$ cat config.mk
export PLATFORM = sky130hd
export DESIGN_NAME = exu_muldiv_flat
export DESIGN_NICKNAME = d
export VERILOG_FILES = /design/src/rtl/exu_muldiv_if.sv /design/src/rtl/exu_muldiv.sv /design/src/flat_wrapper.sv
export SDC_FILE = /design/constraint.sdc
export NUM_CORES = 1
export LEC_CHECK = 0
export BUFFER_PORTS_ARGS = -buffer_cell sky130_fd_sc_hd__buf_2
export CAP_MARGIN = 20
export CORE_MARGIN = 3
export CORE_UTILIZATION = 65
export DETAILED_ROUTE_END_ITERATION = 10
export GPL_TIMING_DRIVEN = 1
export HOLD_SLACK_MARGIN = 0.12
export PLACE_DENSITY_LB_ADDON = 0.05
export SLEW_MARGIN = 20
export SYNTH_ARGS = -nofsm -noshare
export SYNTH_HDL_FRONTEND = slang
export SYNTH_SLANG_ARGS = --single-unit
$ cat constraint.sdc
create_clock -name clk_i -period 5.4 [get_ports clk_i]
set_clock_uncertainty 0.15 [all_clocks]
set_input_delay 1.08 -clock clk_i [delete_from_list [all_inputs] [get_ports clk_i]]
set_output_delay 1.08 -clock clk_i [all_outputs]
set_load 0.005 [all_outputs]
$ cat src/rtl/exu_muldiv_if.sv
// rtl/exu_muldiv_if.sv - operand/result handshake bundle between EXU and the mul/div unit
interface exu_muldiv_if #(
  parameter int XLEN = 32
) ();
  logic            in_valid;
  logic            in_ready;
  logic [2:0]      op;
  logic [XLEN-1:0] src1;
  logic [XLEN-1:0] src2;
  logic            out_valid;
  logic            out_ready;
  logic [XLEN-1:0] result;
  logic            busy;

  // EXU side: issues operands, consumes the result
  modport master (
    output in_valid, op, src1, src2, out_ready,
    input  in_ready, out_valid, result, busy
  );

  // Unit side
  modport slave (
    input  in_valid, op, src1, src2, out_ready,
    output in_ready, out_valid, result, busy
  );
endinterface

$ cat src/rtl/exu_muldiv.sv
// rtl/exu_muldiv.sv - iterative RV32M multiply/divide unit, one bit per cycle
module exu_muldiv #(
  parameter int XLEN      = 32,
  parameter int CNT_WIDTH = 6
) (
  input  logic          clk_i,
  input  logic          rst_i,
  exu_muldiv_if.slave   io
);

  typedef enum logic [1:0] {
    S_IDLE,
    S_CALC,
    S_FIX,
    S_DONE
  } state_t;

  localparam logic [XLEN-1:0]      INT_MIN  = {1'b1, {(XLEN-1){1'b0}}};
  localparam logic [XLEN-1:0]      ALL_ONES = {XLEN{1'b1}};
  localparam logic [CNT_WIDTH-1:0] CNT_LOAD = CNT_WIDTH'(XLEN);
  localparam logic [CNT_WIDTH-1:0] CNT_ONE  = CNT_WIDTH'(1);

  state_t                 state_q;
  logic [CNT_WIDTH-1:0]   cnt_q;
  logic [2:0]             op_q;
  logic                   neg_res_q;   // product / quotient must be negated in FIX
  logic                   neg_rem_q;   // remainder takes the dividend sign
  logic [XLEN-1:0]        a_q;         // |multiplicand|
  logic [XLEN-1:0]        b_q;         // |divisor|
  logic [2*XLEN-1:0]      prod_q;      // {accumulator, remaining multiplier bits}
  logic [XLEN-1:0]        rem_q;       // partial remainder (always < divisor)
  logic [XLEN-1:0]        quo_q;       // dividend bits shifting out, quotient bits shifting in
  logic [XLEN-1:0]        result_q;
  logic                   out_valid_q;
  logic                   in_ready_q;
  logic                   busy_q;

  // accept-side decode
  logic                   s1_signed;
  logic                   s2_signed;
  logic                   src1_neg;
  logic                   src2_neg;
  logic [XLEN-1:0]        mag1;
  logic [XLEN-1:0]        mag2;
  logic                   fast_hit;
  logic [XLEN-1:0]        fast_res;

  // iteration and fix-up next values
  logic [XLEN:0]          mul_sum;
  logic [2*XLEN-1:0]      prod_d;
  logic [XLEN:0]          div_shift;
  logic [XLEN+1:0]        div_diff;
  logic                   div_ge;
  logic [XLEN-1:0]        rem_d;
  logic [XLEN-1:0]        quo_d;
  logic [2*XLEN-1:0]      prod_fix;
  logic [XLEN-1:0]        quo_fix;
  logic [XLEN-1:0]        rem_fix;
  logic [XLEN-1:0]        result_d;

  // Operand sign handling and divide-by-zero / overflow shortcuts on accept
  always_comb begin
    s1_signed = (io.op == 3'd0) || (io.op == 3'd1) || (io.op == 3'd2) ||
                (io.op == 3'd4) || (io.op == 3'd6);
    s2_signed = (io.op == 3'd0) || (io.op == 3'd1) ||
                (io.op == 3'd4) || (io.op == 3'd6);
    src1_neg  = s1_signed && io.src1[XLEN-1];
    src2_neg  = s2_signed && io.src2[XLEN-1];
    mag1      = src1_neg ? (~io.src1 + 1'b1) : io.src1;
    mag2      = src2_neg ? (~io.src2 + 1'b1) : io.src2;
    fast_hit  = 1'b0;
    fast_res  = '0;
    if (io.op[2]) begin
      if (io.src2 == '0) begin
        fast_hit = 1'b1;
        fast_res = io.op[1] ? io.src1 : ALL_ONES;
      end else if (!io.op[0] && (io.src1 == INT_MIN) && (io.src2 == ALL_ONES)) begin
        fast_hit = 1'b1;
        fast_res = io.op[1] ? '0 : io.src1;
      end
    end
  end

  // One shift-add multiply step and one restoring-divide step per cycle
  always_comb begin
    mul_sum   = {1'b0, prod_q[2*XLEN-1:XLEN]} + (prod_q[0] ? {1'b0, a_q} : {(XLEN+1){1'b0}});
    prod_d    = {mul_sum, prod_q[XLEN-1:1]};
    div_shift = {rem_q, quo_q[XLEN-1]};
    div_diff  = {1'b0, div_shift} - {2'b00, b_q};
    div_ge    = !div_diff[XLEN+1];
    rem_d     = div_ge ? div_diff[XLEN-1:0] : div_shift[XLEN-1:0];
    quo_d     = {quo_q[XLEN-2:0], div_ge};
  end

  // Sign restoration and result selection used in FIX
  always_comb begin
    prod_fix = neg_res_q ? (~prod_q + 1'b1) : prod_q;
    quo_fix  = neg_res_q ? (~quo_q + 1'b1) : quo_q;
    rem_fix  = neg_rem_q ? (~rem_q + 1'b1) : rem_q;
    if (op_q[2]) begin
      result_d = op_q[1] ? rem_fix : quo_fix;
    end else if (op_q == 3'd0) begin
      result_d = prod_fix[XLEN-1:0];
    end else begin
      result_d = prod_fix[2*XLEN-1:XLEN];
    end
  end

  // Control FSM and datapath registers, outputs registered
  always_ff @(posedge clk_i) begin
    if (rst_i) begin
      state_q     <= S_IDLE;
      cnt_q       <= '0;
      op_q        <= '0;
      neg_res_q   <= 1'b0;
      neg_rem_q   <= 1'b0;
      a_q         <= '0;
      b_q         <= '0;
      prod_q      <= '0;
      rem_q       <= '0;
      quo_q       <= '0;
      result_q    <= '0;
      out_valid_q <= 1'b0;
      in_ready_q  <= 1'b1;
      busy_q      <= 1'b0;
    end else begin
      case (state_q)
        S_IDLE: begin
          if (io.in_valid) begin
            op_q       <= io.op;
            neg_res_q  <= src1_neg ^ src2_neg;
            neg_rem_q  <= src1_neg;
            a_q        <= mag1;
            b_q        <= mag2;
            prod_q     <= {{XLEN{1'b0}}, mag2};
            rem_q      <= '0;
            quo_q      <= mag1;
            in_ready_q <= 1'b0;
            busy_q     <= 1'b1;
            if (fast_hit) begin
              result_q    <= fast_res;
              out_valid_q <= 1'b1;
              state_q     <= S_DONE;
            end else begin
              cnt_q   <= CNT_LOAD;
              state_q <= S_CALC;
            end
          end
        end
        S_CALC: begin
          if (op_q[2]) begin
            rem_q <= rem_d;
            quo_q <= quo_d;
          end else begin
            prod_q <= prod_d;
          end
          cnt_q <= cnt_q - CNT_ONE;
          if (cnt_q == CNT_ONE) begin
            state_q <= S_FIX;
          end
        end
        S_FIX: begin
          result_q    <= result_d;
          out_valid_q <= 1'b1;
          state_q     <= S_DONE;
        end
        S_DONE: begin
          if (io.out_ready) begin
            out_valid_q <= 1'b0;
            in_ready_q  <= 1'b1;
            busy_q      <= 1'b0;
            state_q     <= S_IDLE;
          end
        end
        default: begin
          state_q <= S_IDLE;
        end
      endcase
    end
  end

  assign io.in_ready  = in_ready_q;
  assign io.out_valid = out_valid_q;
  assign io.result    = result_q;
  assign io.busy      = busy_q;

endmodule

$ cat src/flat_wrapper.sv
// flat-port wrapper written by rule: the top's interface ports become plain ports
module exu_muldiv_flat 
#(
  parameter int XLEN      = 32,
  parameter int CNT_WIDTH = 6
)
  (clk_i, rst_i, io_in_valid, io_op, io_src1, io_src2, io_out_ready, io_in_ready, io_out_valid, io_result, io_busy);
  exu_muldiv_if #(.XLEN(XLEN)) io_i ();
  input  logic clk_i;
  input  logic rst_i;
  input wire logic [$bits(io_i.in_valid)-1:0] io_in_valid;
  input wire logic [$bits(io_i.op)-1:0] io_op;
  input wire logic [$bits(io_i.src1)-1:0] io_src1;
  input wire logic [$bits(io_i.src2)-1:0] io_src2;
  input wire logic [$bits(io_i.out_ready)-1:0] io_out_ready;
  output wire logic [$bits(io_i.in_ready)-1:0] io_in_ready;
  output wire logic [$bits(io_i.out_valid)-1:0] io_out_valid;
  output wire logic [$bits(io_i.result)-1:0] io_result;
  output wire logic [$bits(io_i.busy)-1:0] io_busy;
  assign io_i.in_valid = io_in_valid;
  assign io_i.op = io_op;
  assign io_i.src1 = io_src1;
  assign io_i.src2 = io_src2;
  assign io_i.out_ready = io_out_ready;
  assign io_in_ready = io_i.in_ready;
  assign io_out_valid = io_i.out_valid;
  assign io_result = io_i.result;
  assign io_busy = io_i.busy;
  exu_muldiv #(.XLEN(XLEN), .CNT_WIDTH(CNT_WIDTH)) u_core (.clk_i(clk_i), .rst_i(rst_i), .io(io_i));
endmodule
==> impl_results.md <==
- Final Hold Vio Count: 0
- Total vias in the final route: 19900
- Post-Synthesis Cells: 2451
- CP max FO: 26
- Vias in the first global route: 17800
- Mapped Nets: 2601
- Wire length of the first global-routing pass: 104 mm
- Hpwl dp: 50.4 mm
- Initial DRC Count: 2883
- Layout area overhead: 8.43%
- Largest net degree at the start of global routing: 110
- Gr usage total: 43.1%
- RSZ-0062 raised after global routing: no
- WL per Instance: 23.9 um
- CP max-delay cell: nor4_2
- Post-synth EDFFs: 0
- Pwr/cell area: 467 nW/um^2
- Period utilisation layout: 77.7%
- Multi-input logic area: 12400 um^2
- Min-Delay Path Class: reg -> reg
- # fillers: 2175
- Worst Setup SP: io_src1[1]
- Die Y: 173 um
- Slew Viols, Final: 0
- Clk sinks: 240
- Core Region: 27200 um^2
- CTS clk-pin slew, worst paths: 60 ps
- Final setup viols: 0
- Slew @ Worst Pin: 1120 ps
- Clock Tree Buf Depth: 3
- Antenna viol nets, final: 0
- DRC: 0
- CP startpoint kind: input port
- Worst path cell trace: buf_2, inv_1, ha_1, or3b_2, nor4_2, nand4_1, nor2_1, o21a_1, a31o_2, buf_4, nand3_1, a21oi_1, o2bb2ai_1
- PortBufs: 105
- Initial antenna violation count: 1
- Dominant synthesized flop cell: dfxtp_1
- Most frequent cells in the layout: nand2_1, nor2_1, dfxtp_1
- CP Buf/Inv Count: 3
- Worst R2R Start: u_core.b_q[10]$_SDFFE_PP0P_
- Endpoint class of the critical path: register
- Maximum VDD drop: 0.463 mV
- Cts hold-fix bufs: 0
- Die ar.: 29900 um^2
- Placer Congestion: 1.02
- Io pins: 106
- Vias/cell: 7.00
- CTS tree: yes
- Final Non-Filler Cells: 2847
- Post-synthesis sequential area ratio: 26.5%
- GRT Residual Overflow: 0
- Post-Place Cells: 2799
- Synthesized cell area: 18100 um^2
- P_leak: 7.75 nW
- TritonCTS Buffers: 27
- Commonest non-fill, non-tap cell in the layout: nand2_1
- Max-Cap Viols: 0
- Syn Area/Cell: 7.39 um^2
- Setup CP Type: in -> reg
- F_max: 238 MHz
- CTS root buf: clkbuf_16
- Post-CTS Setup Bufs: 0
- Setup_tns: 0 ps
- Post_cts resized: 0
- Clk_lat worst skew: 570 ps
- Ys async rst share: 0%
- Post-synthesis register bit count: 240
- Reg area: 4810 um^2
- First-pass detailed-route iteration total: 8
- Share of layout cells above drive strength 1: 9.54%
- Distinct cells, synth: 82
- Hold path start: u_core.a_q[0]$_SDFFE_PP0P_
- WP data arrival: 4540 ps
- CP Data Required Time: 5740 ps
- Minimum clock period: 4200 ps
- Die X: 173 um
- H-tree depth: 1
- Std cell rows: 60
- Outcome: finished clean
- Antenna cells: 0
- CP max stage delay: 560 ps
- DRT Wirelength: 68.0 mm
- Synth warn: 0
- Initial Utilization: 66.7%
- Worst rel slew slack: 25.2%
- Final #Nets: 2606
- Delay-heaviest family, CP: simple AND/OR/NAND/NOR gates
worst reg2reg max path: cells and delay by family (launching register included):
family / cells / cell delay (ps)
buffers and inverters: 2 / 510
adders and majority gates: 1 / 440
and+or+nand+nor: 3 / 550
AOI/OAI and AO/OA: 6 / 2030
DFF: 1 / 350
sequential cells by signal, indices dropped and copies added (netlist names):
| signal | count |
|---|---|
| u_core.neg_res_q | 1 |
| u_core.op_q | 3 |
| u_core.io.in_ready | 1 |
| u_core.b_q | 32 |
| u_core.rem_q | 32 |
| u_core.cnt_q | 6 |
| u_core.io.result | 32 |
| u_core.quo_q | 32 |
| u_core.neg_rem_q | 1 |
| u_core.a_q | 32 |
| u_core.prod_q | 64 |
| u_core.io.out_valid | 1 |
| u_core.io.busy | 1 |
| u_core.state_q | 2 |
final timing paths:
kind | to | slack, ps | cells after the start
min reg2reg | u_core.a_q[0]$_SDFFE_PP0P_ | 300 | 2
max reg2reg | u_core.rem_q[17]$_SDFFE_PP0P_ | 1270 | 12
min | u_core.a_q[0]$_SDFFE_PP0P_ | 300 | 2
max | u_core.io.result[29]$_SDFFE_PP0P_ | 1200 | 13
metrics by stage:
stage | util (%) | setup slack (ps) | hold WS (ps) | cell area, um^2 | total power, mW
5_1_grt | 72.3 | 968 | 319 | 19600 | 9.61
6_report | 72.3 | 1200 | 302 | 19600 | 9.17
3_5_place_dp | 69.0 | 746 | 293 | 18800 | 7.09
2_1_floorplan | - | 1730 | 282 | 18100 | 5.70
4_1_cts | 72.3 | 1310 | 302 | 19600 | 8.95
3_3_place_gp | 69.0 | 860 | 291 | 18800 | 6.96
per-layer routing:
metal	vias to the layer above	share of wire, %	global-route usage, %
met5	-	0.015	0
met4	2	4.1	13.5
met3	236	14	10.3
met2	1459	43	65.4
met1	9299	39	60.6
li1	8924	-	-
cells in the mapped netlist, drive strengths merged (31+ instances only):
cell type	count	area share (%)
o21ai	179	4.9
nor3	56	1.6
clkbuf	145	3.0
a21o	38	1.6
dfxtp	240	27
o31ai	47	2.1
nor2	247	5.1
a211oi	96	4.0
o41ai	31	1.5
xor2	102	4.9
o211ai	57	2.4
inv	79	1.6
a21oi	186	5.1
nand2	301	6.2
and2	44	1.5
mux2i	36	2.0
xnor2	107	5.2
ha	77	5.3
power by group:
group	leakage, nW	switching [mW]	total, mW	internal [mW]
combinational	5.34	3.03	4.56	1.53
clock	0.445	0.796	1.86	1.06
sequential	1.96	0.579	2.76	2.18
logic make-up after synthesis:
| logic type | Yosys count | share of synthesized area, % |
|---|---|---|
| fa+ha+maj | 79 | 5.54 |
| simple gates | 854 | 22.0 |
| mux | 40 | 2.30 |
| buf+inv | 241 | 5.09 |
| compound gates | 788 | 28.4 |
| flops | 240 | 26.5 |
| xor+xnor | 209 | 10.1 |
cell type report:
type	instances	area share (%)
Clock buffer	36	3.97
Clock inverter	12	0.522
Inverter	80	1.53
Multi-Input combinational cell	1970	63.2
Sequential cell	240	24.5
Tap cell	372	2.37
Timing Repair Buffer	137	3.93
Power figures use the tool's default switching activity.
